## src/rtl/cntr_updn_n_pkg.sv

```systemverilog
// Shared definitions for the up/down counter family.
// Contents: o_state width and operation encodings reported on o_state.
package cntr_pkg;

   localparam int unsigned CNTR_STATE_W = 3;

   // Operation performed on the last clock edge
   localparam logic [CNTR_STATE_W-1:0] CNTR_IDLE = 3'd0;
   localparam logic [CNTR_STATE_W-1:0] CNTR_LOAD = 3'd1;
   localparam logic [CNTR_STATE_W-1:0] CNTR_INC  = 3'd2;
   localparam logic [CNTR_STATE_W-1:0] CNTR_DEC  = 3'd3;
   localparam logic [CNTR_STATE_W-1:0] CNTR_CLR  = 3'd4;
   localparam logic [CNTR_STATE_W-1:0] CNTR_SAT  = 3'd5;

endpackage : cntr_pkg

```

## src/rtl/cntr_updn_n_if.sv

```systemverilog
// Control/status bundle of cntr_updn_n.
// master: drives en, clr, load, inc, dec, d_in; observes d_out, o_state, o_tc, o_wrap, o_ovf.
// slave : the counter itself (opposite directions).
interface cntr_updn_n_if #(
   parameter int unsigned WIDTH = 8
) ();

   logic                                en;
   logic                                clr;
   logic                                load;
   logic                                inc;
   logic                                dec;
   logic [WIDTH-1:0]                    d_in;
   logic [WIDTH-1:0]                    d_out;
   logic [cntr_pkg::CNTR_STATE_W-1:0]   o_state;
   logic                                o_tc;
   logic                                o_wrap;
   logic                                o_ovf;

   modport master (
      output en, clr, load, inc, dec, d_in,
      input  d_out, o_state, o_tc, o_wrap, o_ovf
   );

   modport slave (
      input  en, clr, load, inc, dec, d_in,
      output d_out, o_state, o_tc, o_wrap, o_ovf
   );

endinterface : cntr_updn_n_if

```

## src/rtl/cntr_updn_n_next.sv

```systemverilog
// Combinational next-count unit: applies one +/-STEP move to cnt_i within 0..MAX,
// wrapping modulo MAX+1 (SAT=0) or clamping at the limit (SAT=1).
// Ports: cnt_i current count, up_i 1=increment/0=decrement,
//        nxt_o resulting count, wrap_o 1 when the move wrapped or clamped.
module cntr_updn_n_next #(
   parameter int unsigned       WIDTH = 8,
   parameter logic [WIDTH-1:0]  MAX   = {WIDTH{1'b1}},
   parameter logic [WIDTH-1:0]  STEP  = WIDTH'(1),
   parameter bit                SAT   = 1'b0
) (
   input  logic [WIDTH-1:0] cnt_i,
   input  logic             up_i,
   output logic [WIDTH-1:0] nxt_o,
   output logic             wrap_o
);

   localparam int unsigned XW = WIDTH + 1;

   logic [XW-1:0] cnt_x;
   logic [XW-1:0] step_x;
   logic [XW-1:0] max_x;
   logic [XW-1:0] sum_x;
   logic [XW-1:0] up_wrap_x;
   logic [XW-1:0] dn_wrap_x;

   // One extra bit so cnt+STEP and cnt+MAX+1 never overflow
   always_comb begin
      cnt_x     = XW'(cnt_i);
      step_x    = XW'(STEP);
      max_x     = XW'(MAX);
      sum_x     = cnt_x + step_x;
      up_wrap_x = sum_x - max_x - XW'(1);
      dn_wrap_x = cnt_x + max_x + XW'(1) - step_x;
      nxt_o     = cnt_i;
      wrap_o    = 1'b0;
      if (up_i) begin
         if (sum_x <= max_x) begin
            nxt_o = sum_x[WIDTH-1:0];
         end else begin
            wrap_o = 1'b1;
            nxt_o  = SAT ? MAX : up_wrap_x[WIDTH-1:0];
         end
      end else begin
         if (cnt_i >= STEP) begin
            nxt_o = cnt_i - STEP;
         end else begin
            wrap_o = 1'b1;
            nxt_o  = SAT ? '0 : dn_wrap_x[WIDTH-1:0];
         end
      end
   end

endmodule : cntr_updn_n_next

```

## src/rtl/cntr_updn_n.sv

```systemverilog
// Parametrised up/down counter with load, synchronous clear, enable and
// terminal-count / wrap / overflow flags.
// Ports: clk, reset_n (async, active low), bus (cntr_updn_n_if.slave):
//        en, clr, load, inc, dec, d_in in; d_out, o_state, o_tc, o_wrap, o_ovf out.
// Build option: define CNTR_UPDN_N_OVF_STICKY_EN for a sticky o_ovf flag;
//        otherwise o_ovf is tied low.
module cntr_updn_n
   import cntr_pkg::*;
#(
   parameter int unsigned       WIDTH = 8,
   parameter logic [WIDTH-1:0]  MAX   = {WIDTH{1'b1}},
   parameter logic [WIDTH-1:0]  STEP  = WIDTH'(1),
   parameter bit                SAT   = 1'b0
) (
   input  logic          clk,
   input  logic          reset_n,
   cntr_updn_n_if.slave  bus
);

   logic [WIDTH-1:0]        cnt_q,   cnt_d;
   logic [CNTR_STATE_W-1:0] state_q, state_d;
   logic                    up_q,    up_d;
   logic                    tc_q,    tc_d;
   logic                    wrap_q,  wrap_d;
   logic [WIDTH-1:0]        step_val;
   logic                    step_wrap;

   // Single next-value unit; direction comes from inc (inc&dec never uses it)
   cntr_updn_n_next #(
      .WIDTH (WIDTH),
      .MAX   (MAX),
      .STEP  (STEP),
      .SAT   (SAT)
   ) u_next (
      .cnt_i  (cnt_q),
      .up_i   (bus.inc),
      .nxt_o  (step_val),
      .wrap_o (step_wrap)
   );

   // Priority: clr > load > inc&dec (hold) > inc > dec > hold
   always_comb begin
      cnt_d   = cnt_q;
      state_d = CNTR_IDLE;
      up_d    = up_q;
      wrap_d  = 1'b0;
      if (bus.clr) begin
         cnt_d   = '0;
         state_d = CNTR_CLR;
      end else if (bus.load) begin
         cnt_d   = (bus.d_in > MAX) ? MAX : bus.d_in;
         state_d = CNTR_LOAD;
      end else if (bus.en && (bus.inc ^ bus.dec)) begin
         cnt_d  = step_val;
         wrap_d = step_wrap;
         up_d   = bus.inc;
         if (SAT && step_wrap) begin
            state_d = CNTR_SAT;
         end else begin
            state_d = bus.inc ? CNTR_INC : CNTR_DEC;
         end
      end
      // Terminal count registered from next count and next direction
      tc_d = up_d ? (cnt_d == MAX) : (cnt_d == '0);
   end

   always_ff @(posedge clk or negedge reset_n) begin
      if (!reset_n) begin
         cnt_q   <= '0;
         state_q <= CNTR_IDLE;
         up_q    <= 1'b1;
         tc_q    <= 1'b0;
         wrap_q  <= 1'b0;
      end else begin
         cnt_q   <= cnt_d;
         state_q <= state_d;
         up_q    <= up_d;
         tc_q    <= tc_d;
         wrap_q  <= wrap_d;
      end
   end

`ifdef CNTR_UPDN_N_OVF_STICKY_EN
   logic ovf_q, ovf_d;

   // Sticky overflow: clr/load win over a same-edge wrap
   always_comb begin
      ovf_d = ovf_q | wrap_d;
      if (bus.clr || bus.load) begin
         ovf_d = 1'b0;
      end
   end

   always_ff @(posedge clk or negedge reset_n) begin
      if (!reset_n) begin
         ovf_q <= 1'b0;
      end else begin
         ovf_q <= ovf_d;
      end
   end

   assign bus.o_ovf = ovf_q;
`else
   assign bus.o_ovf = 1'b0;
`endif

   assign bus.d_out   = cnt_q;
   assign bus.o_state = state_q;
   assign bus.o_tc    = tc_q;
   assign bus.o_wrap  = wrap_q;

endmodule : cntr_updn_n

```

## src/flat_wrapper.sv

```systemverilog
// flat-port wrapper written by rule: the top's interface ports become plain ports
module cntr_updn_n_flat import cntr_pkg::*;
#(
   parameter int unsigned       WIDTH = 8,
   parameter logic [WIDTH-1:0]  MAX   = {WIDTH{1'b1}},
   parameter logic [WIDTH-1:0]  STEP  = WIDTH'(1),
   parameter bit                SAT   = 1'b0
)
  (clk, reset_n, bus_en, bus_clr, bus_load, bus_inc, bus_dec, bus_d_in, bus_d_out, bus_o_state, bus_o_tc, bus_o_wrap, bus_o_ovf);
  cntr_updn_n_if #(.WIDTH(WIDTH)) bus_i ();
  input  logic clk;
  input  logic reset_n;
  input wire logic [$bits(bus_i.en)-1:0] bus_en;
  input wire logic [$bits(bus_i.clr)-1:0] bus_clr;
  input wire logic [$bits(bus_i.load)-1:0] bus_load;
  input wire logic [$bits(bus_i.inc)-1:0] bus_inc;
  input wire logic [$bits(bus_i.dec)-1:0] bus_dec;
  input wire logic [$bits(bus_i.d_in)-1:0] bus_d_in;
  output wire logic [$bits(bus_i.d_out)-1:0] bus_d_out;
  output wire logic [$bits(bus_i.o_state)-1:0] bus_o_state;
  output wire logic [$bits(bus_i.o_tc)-1:0] bus_o_tc;
  output wire logic [$bits(bus_i.o_wrap)-1:0] bus_o_wrap;
  output wire logic [$bits(bus_i.o_ovf)-1:0] bus_o_ovf;
  assign bus_i.en = bus_en;
  assign bus_i.clr = bus_clr;
  assign bus_i.load = bus_load;
  assign bus_i.inc = bus_inc;
  assign bus_i.dec = bus_dec;
  assign bus_i.d_in = bus_d_in;
  assign bus_d_out = bus_i.d_out;
  assign bus_o_state = bus_i.o_state;
  assign bus_o_tc = bus_i.o_tc;
  assign bus_o_wrap = bus_i.o_wrap;
  assign bus_o_ovf = bus_i.o_ovf;
  cntr_updn_n #(.WIDTH(WIDTH), .MAX(MAX), .STEP(STEP), .SAT(SAT)) u_core (.clk(clk), .reset_n(reset_n), .bus(bus_i));
endmodule
```

## config.mk

```make
export PLATFORM = sky130hd
export DESIGN_NAME = cntr_updn_n_flat
export DESIGN_NICKNAME = d
export VERILOG_FILES = /design/src/rtl/cntr_updn_n_pkg.sv /design/src/rtl/cntr_updn_n_if.sv /design/src/rtl/cntr_updn_n_next.sv /design/src/rtl/cntr_updn_n.sv /design/src/flat_wrapper.sv
export SDC_FILE = /design/constraint.sdc
export NUM_CORES = 1
export LEC_CHECK = 0
export BUFFER_PORTS_ARGS = -buffer_cell sky130_fd_sc_hd__buf_2
export CAP_MARGIN = 20
export CORE_ASPECT_RATIO = 0.6
export CORE_MARGIN = 10
export CORE_UTILIZATION = 50
export CTS_CLUSTER_DIAMETER = 200
export DETAILED_ROUTE_END_ITERATION = 8
export GPL_ROUTABILITY_DRIVEN = 0
export PLACE_DENSITY_LB_ADDON = 0.2
export REMOVE_ABC_BUFFERS = 1
export SLEW_MARGIN = 0
export SYNTH_ARGS = -nofsm -noshare
export SYNTH_HDL_FRONTEND = slang
export SYNTH_SLANG_ARGS = --single-unit
```

## constraint.sdc

```tcl
create_clock -name clk -period 2.8 [get_ports clk]
set_clock_uncertainty 0.15 [all_clocks]
set_input_delay 0.28 -clock clk [delete_from_list [all_inputs] [get_ports clk]]
set_output_delay 0.28 -clock clk [all_outputs]
set_load 0.05 [all_outputs]
```

==> flow_results.org <==
** Status
- The run finished with clean final reports.

** Detailed routing
- Average via count per standard cell :: 6.03
- In the final routed layout, each cell accounts on average for 17.1 um.
- ANT nets after route :: 0
- Post-route DRC violation count :: 0
- The first routing iteration left 176 violations.
- Number of vias after detailed routing :: approximately 1,100
- After detailed routing, the total wire length is 3120 um.
- Total iterations of the first detailed-routing run :: 5

** GRT
- First-pass GRT wire length :: 5060 um
- Total routing resource utilization after global routing :: between 10% and 20%
- Largest net degree at the start of global routing :: 18
- The total overflow left after global routing is 0.
- Vias in the first global route :: between 1,000 and 1,500
- Number of antenna violations at the first check in global routing :: 0

** Worst setup path
- Data required time at the worst endpoint :: 2.84 ns
- In this design, the stage delay of the slowest critical-path cell is between 0.4 and 0.5 ns.
- On the critical path, the stage with the largest delay is an instance of sky130_fd_sc_hd__dfrtp_1.
- Reg2reg end :: u_core.bus.o_tc$_DFF_PN0_
- Data on the critical path arrives at its endpoint at 2.71 ns.
- Worst reg2reg path startpoint :: u_core.bus.d_out[0]$_DFF_PN0_
- Reg2reg path depth :: 9
- Max Fanout on Critical Path :: 7
- The worst setup path is launched from a register.
- On the critical path the largest part of the delay comes from simple AND/OR/NAND/NOR gates.
- Kind of end point of the critical path :: register
- By startpoint and endpoint, the worst setup path is classified as reg -> reg.
- The number of buffers and inverters on the critical path is 1.
- The critical path goes through inv_1 -> ha_1 -> nor3b_2 -> a32oi_1 -> o31ai_2 -> a311oi_2 -> nor4_1 -> nand4_1 -> o41ai_2.
- The setup check on the worst reg-to-reg path leaves a slack of between 0.1 and 0.15 ns.

** Clocking
- After clock tree synthesis, the clock-pin slew on the worst setup and hold paths is 0.10 ns.
- Buffers added to address setup during post-CTS repair amount to 0.
- Clock tree synthesis found a total of 14 sinks.
- Clock latency on the worst-skew pair, taken at its later pin, is 0.29 ns.
- The clock passes through at most 2 buffers.
- The number of gates resized after CTS was 0.
- In this run, CTS created clock tree buffers numbering 3.
- In this run the number of H-tree levels came out at 1.
- TritonCTS built the clock tree.
- The number of hold buffers added after CTS was 1.
- Clock Tree Root :: sky130_fd_sc_hd__clkbuf_4

** Die
- The die is 80.1 um wide.
- The die is 56.0 um tall.
- Top Ports :: 29
- The initial utilization of the core area, before any placement, comes to a little under three fifths.
- DIE AREA :: 4490 um2
- Core region area :: between 1500 and 2000 um2
- Row count :: 12

** Synth
- Synthesized flop and latch total :: 14
- A synthesized cell averages 8.26 um2.
- Ys Warns :: 0
- Post-synthesis instance total :: 131
- For this run, the leading register cell type out of synthesis is sky130_fd_sc_hd__dfrtp_1.
- Post-synth design cell area :: 1080 um2
- Area leader, netlist :: sky130_fd_sc_hd__dfrtp_1
- Top post-synthesis cells by area :: sky130_fd_sc_hd__dfrtp_1 30%, sky130_fd_sc_hd__inv_1 5.2%, sky130_fd_sc_hd__a21oi_1 5.1%
- Commonest cells in the netlist :: 15 x sky130_fd_sc_hd__inv_1, 13 x sky130_fd_sc_hd__dfrtp_1, 11 x sky130_fd_sc_hd__a21oi_1, 11 x sky130_fd_sc_hd__nor2_1, 8 x sky130_fd_sc_hd__nand2_1
- Fraction of synthesized cell area taken by the top area cell type :: 30.1%
- Summing the sequential cell areas from Yosys gives 32.5% of the chip area.
- Count of flip-flops with a built-in enable after synthesis :: 0
- Most repeated cell in the gate-level netlist after synthesis :: sky130_fd_sc_hd__inv_1
- After synthesis, the share of flip-flops with an asynchronous set or reset is 100%.
- Count of unique library cells instantiated by Yosys :: 44

** Timing
- Setup violations remaining at the end of the flow were counted as 0.
- Unrepaired setup endpoints after global routing :: false
- The worst path needs 2.67 ns of the cycle, external delays included.
- Slew headroom :: 60.9%
- Final worst hold slack :: 0.108 ns
- Dividing the final minimum period by the clock period gives a little over nine tenths.
- After routing, the total negative slack on setup checks comes to 0 ns.
- Hold Fails Final Rpt :: 0
- Based on the critical path, the design can be clocked at up to 0.375 GHz.
- The final-report max-slew violation count is 0.
- For the pin with the worst max-slew slack, the measured transition is between 0.5 and 0.6 ns.

** Layout
- Synth-to-layout area growth :: 16.1%
- Cell area after layout :: 1260 um2
- At the end of the flow the core is filled with cells to ~64%.
- Ratio of cells with drive above 1 in the final layout :: 25.8%
- Ant diodes :: 0
- Final Net Count :: 175
- Fill cells in the final layout number 183.

** Placement
- In this run the tool buffered the top-level ports with 27 buffer cells.
- Summing all placed instances gives a cell area of 1210 um2.
- After legalization and detailed placement, the total HPWL measured approximately 2300 um.

** Worst hold path
- The worst hold path terminates at u_core.bus.o_state[2]$_DFF_PN0_.
- The worst hold path belongs to the class in -> reg.
- The startpoint identified for the worst hold timing path is bus_clr.
- Counting instances, the worst hold path has a depth of 1.

** Pwr
- The design draws 557 uW.
- In this run the power density over the cells is 443 nW/um2.
- Peak supply drop :: 0.236 mV
- For this design the static power due to leakage is 0.643 nW.

** Flow run
- Across the run, the number of max-cap violations was 0.
-- cell usage in the layout, fill, tap and decap left out, drive strengths merged, types with 3 or more instances in the layout --
master   n
a21oi   11
and3b    3
buf     28
clkbuf   4
dfrtp   13
ha       4
inv     15
nand2    8
nand4    5
nor2    11
nor3     5
nor4     4
o21ai    6
xor2     5
-- metal layers --
layer  track usage (%)  share of wire, %  vias up
li1                  -                 -      520
met5                 0                 0        -
met4              3.22               1.5        0
met3              4.02                10        8
met1              18.8                44      501
met2              20.3                45       74
-- sequential cells by signal (all words and copies together), names as in the netlist --
name                cells
u_core.bus.o_state      3
u_core.bus.d_out        8
u_core.bus.o_tc         1
u_core.up_q             1
u_core.bus.o_wrap       1
-- worst register-to-register path: stages, from the launching register on --
cell and delay [ns]:
sky130_fd_sc_hd__dfrtp_1 0.47, sky130_fd_sc_hd__inv_1 0.17, sky130_fd_sc_hd__ha_1 0.20, sky130_fd_sc_hd__nor3b_2 0.39
sky130_fd_sc_hd__a32oi_1 0.20, sky130_fd_sc_hd__o31ai_2 0.30, sky130_fd_sc_hd__a311oi_2 0.17, sky130_fd_sc_hd__nor4_1 0.29
sky130_fd_sc_hd__nand4_1 0.14, sky130_fd_sc_hd__o41ai_2 0.08
-- cell families (layout without fill, tap and decap cells) --
logic type	count (synthesis)	in the layout	share of synthesized area, %
and+or+nand+nor	49	49	25.5
other	1	1	0.346
DFF	14	14	32.5
buffers and inverters	24	48	9.83
adders and majority gates	4	4	4.62
AOI/OAI and AO/OA	34	34	23.1
xor gates and xnor gates	5	5	4.05
-- metrics by stage --
step	setup slack, ns	std cells
floorplan	0.257	122
global placement	0.338	178
detailed placement	0.246	178
CTS	0.205	183
global route	0.00347	183
finish	0.131	183
-- area by class of cell --
type / count / area [um2] / area share [%]
Sequential cell: 14 / 352 / 28.0
Tap cell: 28 / 35.0 / 2.79
Inverter: 15 / 56.3 / 4.48
Clock buffer: 4 / 36.3 / 2.89
Multi-Input combinational cell: 93 / 624 / 49.7
Timing Repair Buffer: 29 / 153 / 12.2
-- worst max path at each step --
| stage | from | end | slack [ns] | cells past startpoint |
|---|---|---|---|---|
| after global routing | u_core.bus.d_out[0]$_DFF_PN0_ | u_core.bus.o_tc$_DFF_PN0_ | 0.003 | 9 |
| after floorplan | u_core.bus.d_out[1]$_DFF_PN0_ | u_core.bus.o_tc$_DFF_PN0_ | 0.26 | 7 |
| after CTS | u_core.bus.d_out[0]$_DFF_PN0_ | u_core.bus.o_tc$_DFF_PN0_ | 0.21 | 9 |
| final | u_core.bus.d_out[0]$_DFF_PN0_ | u_core.bus.o_tc$_DFF_PN0_ | 0.13 | 9 |
| after detailed placement | u_core.bus.d_out[0]$_DFF_PN0_ | u_core.bus.o_tc$_DFF_PN0_ | 0.25 | 9 |
| after global placement | u_core.bus.d_out[0]$_DFF_PN0_ | u_core.bus.o_tc$_DFF_PN0_ | 0.34 | 9 |
-- power breakdown --
group	internal [mW]	total [mW]	switching, mW
combinational	0.0508	0.168	0.117
sequential	0.214	0.237	0.0233
clock	0.0792	0.152	0.0729
No activity file was read; power rests on OpenSTA's default activity.
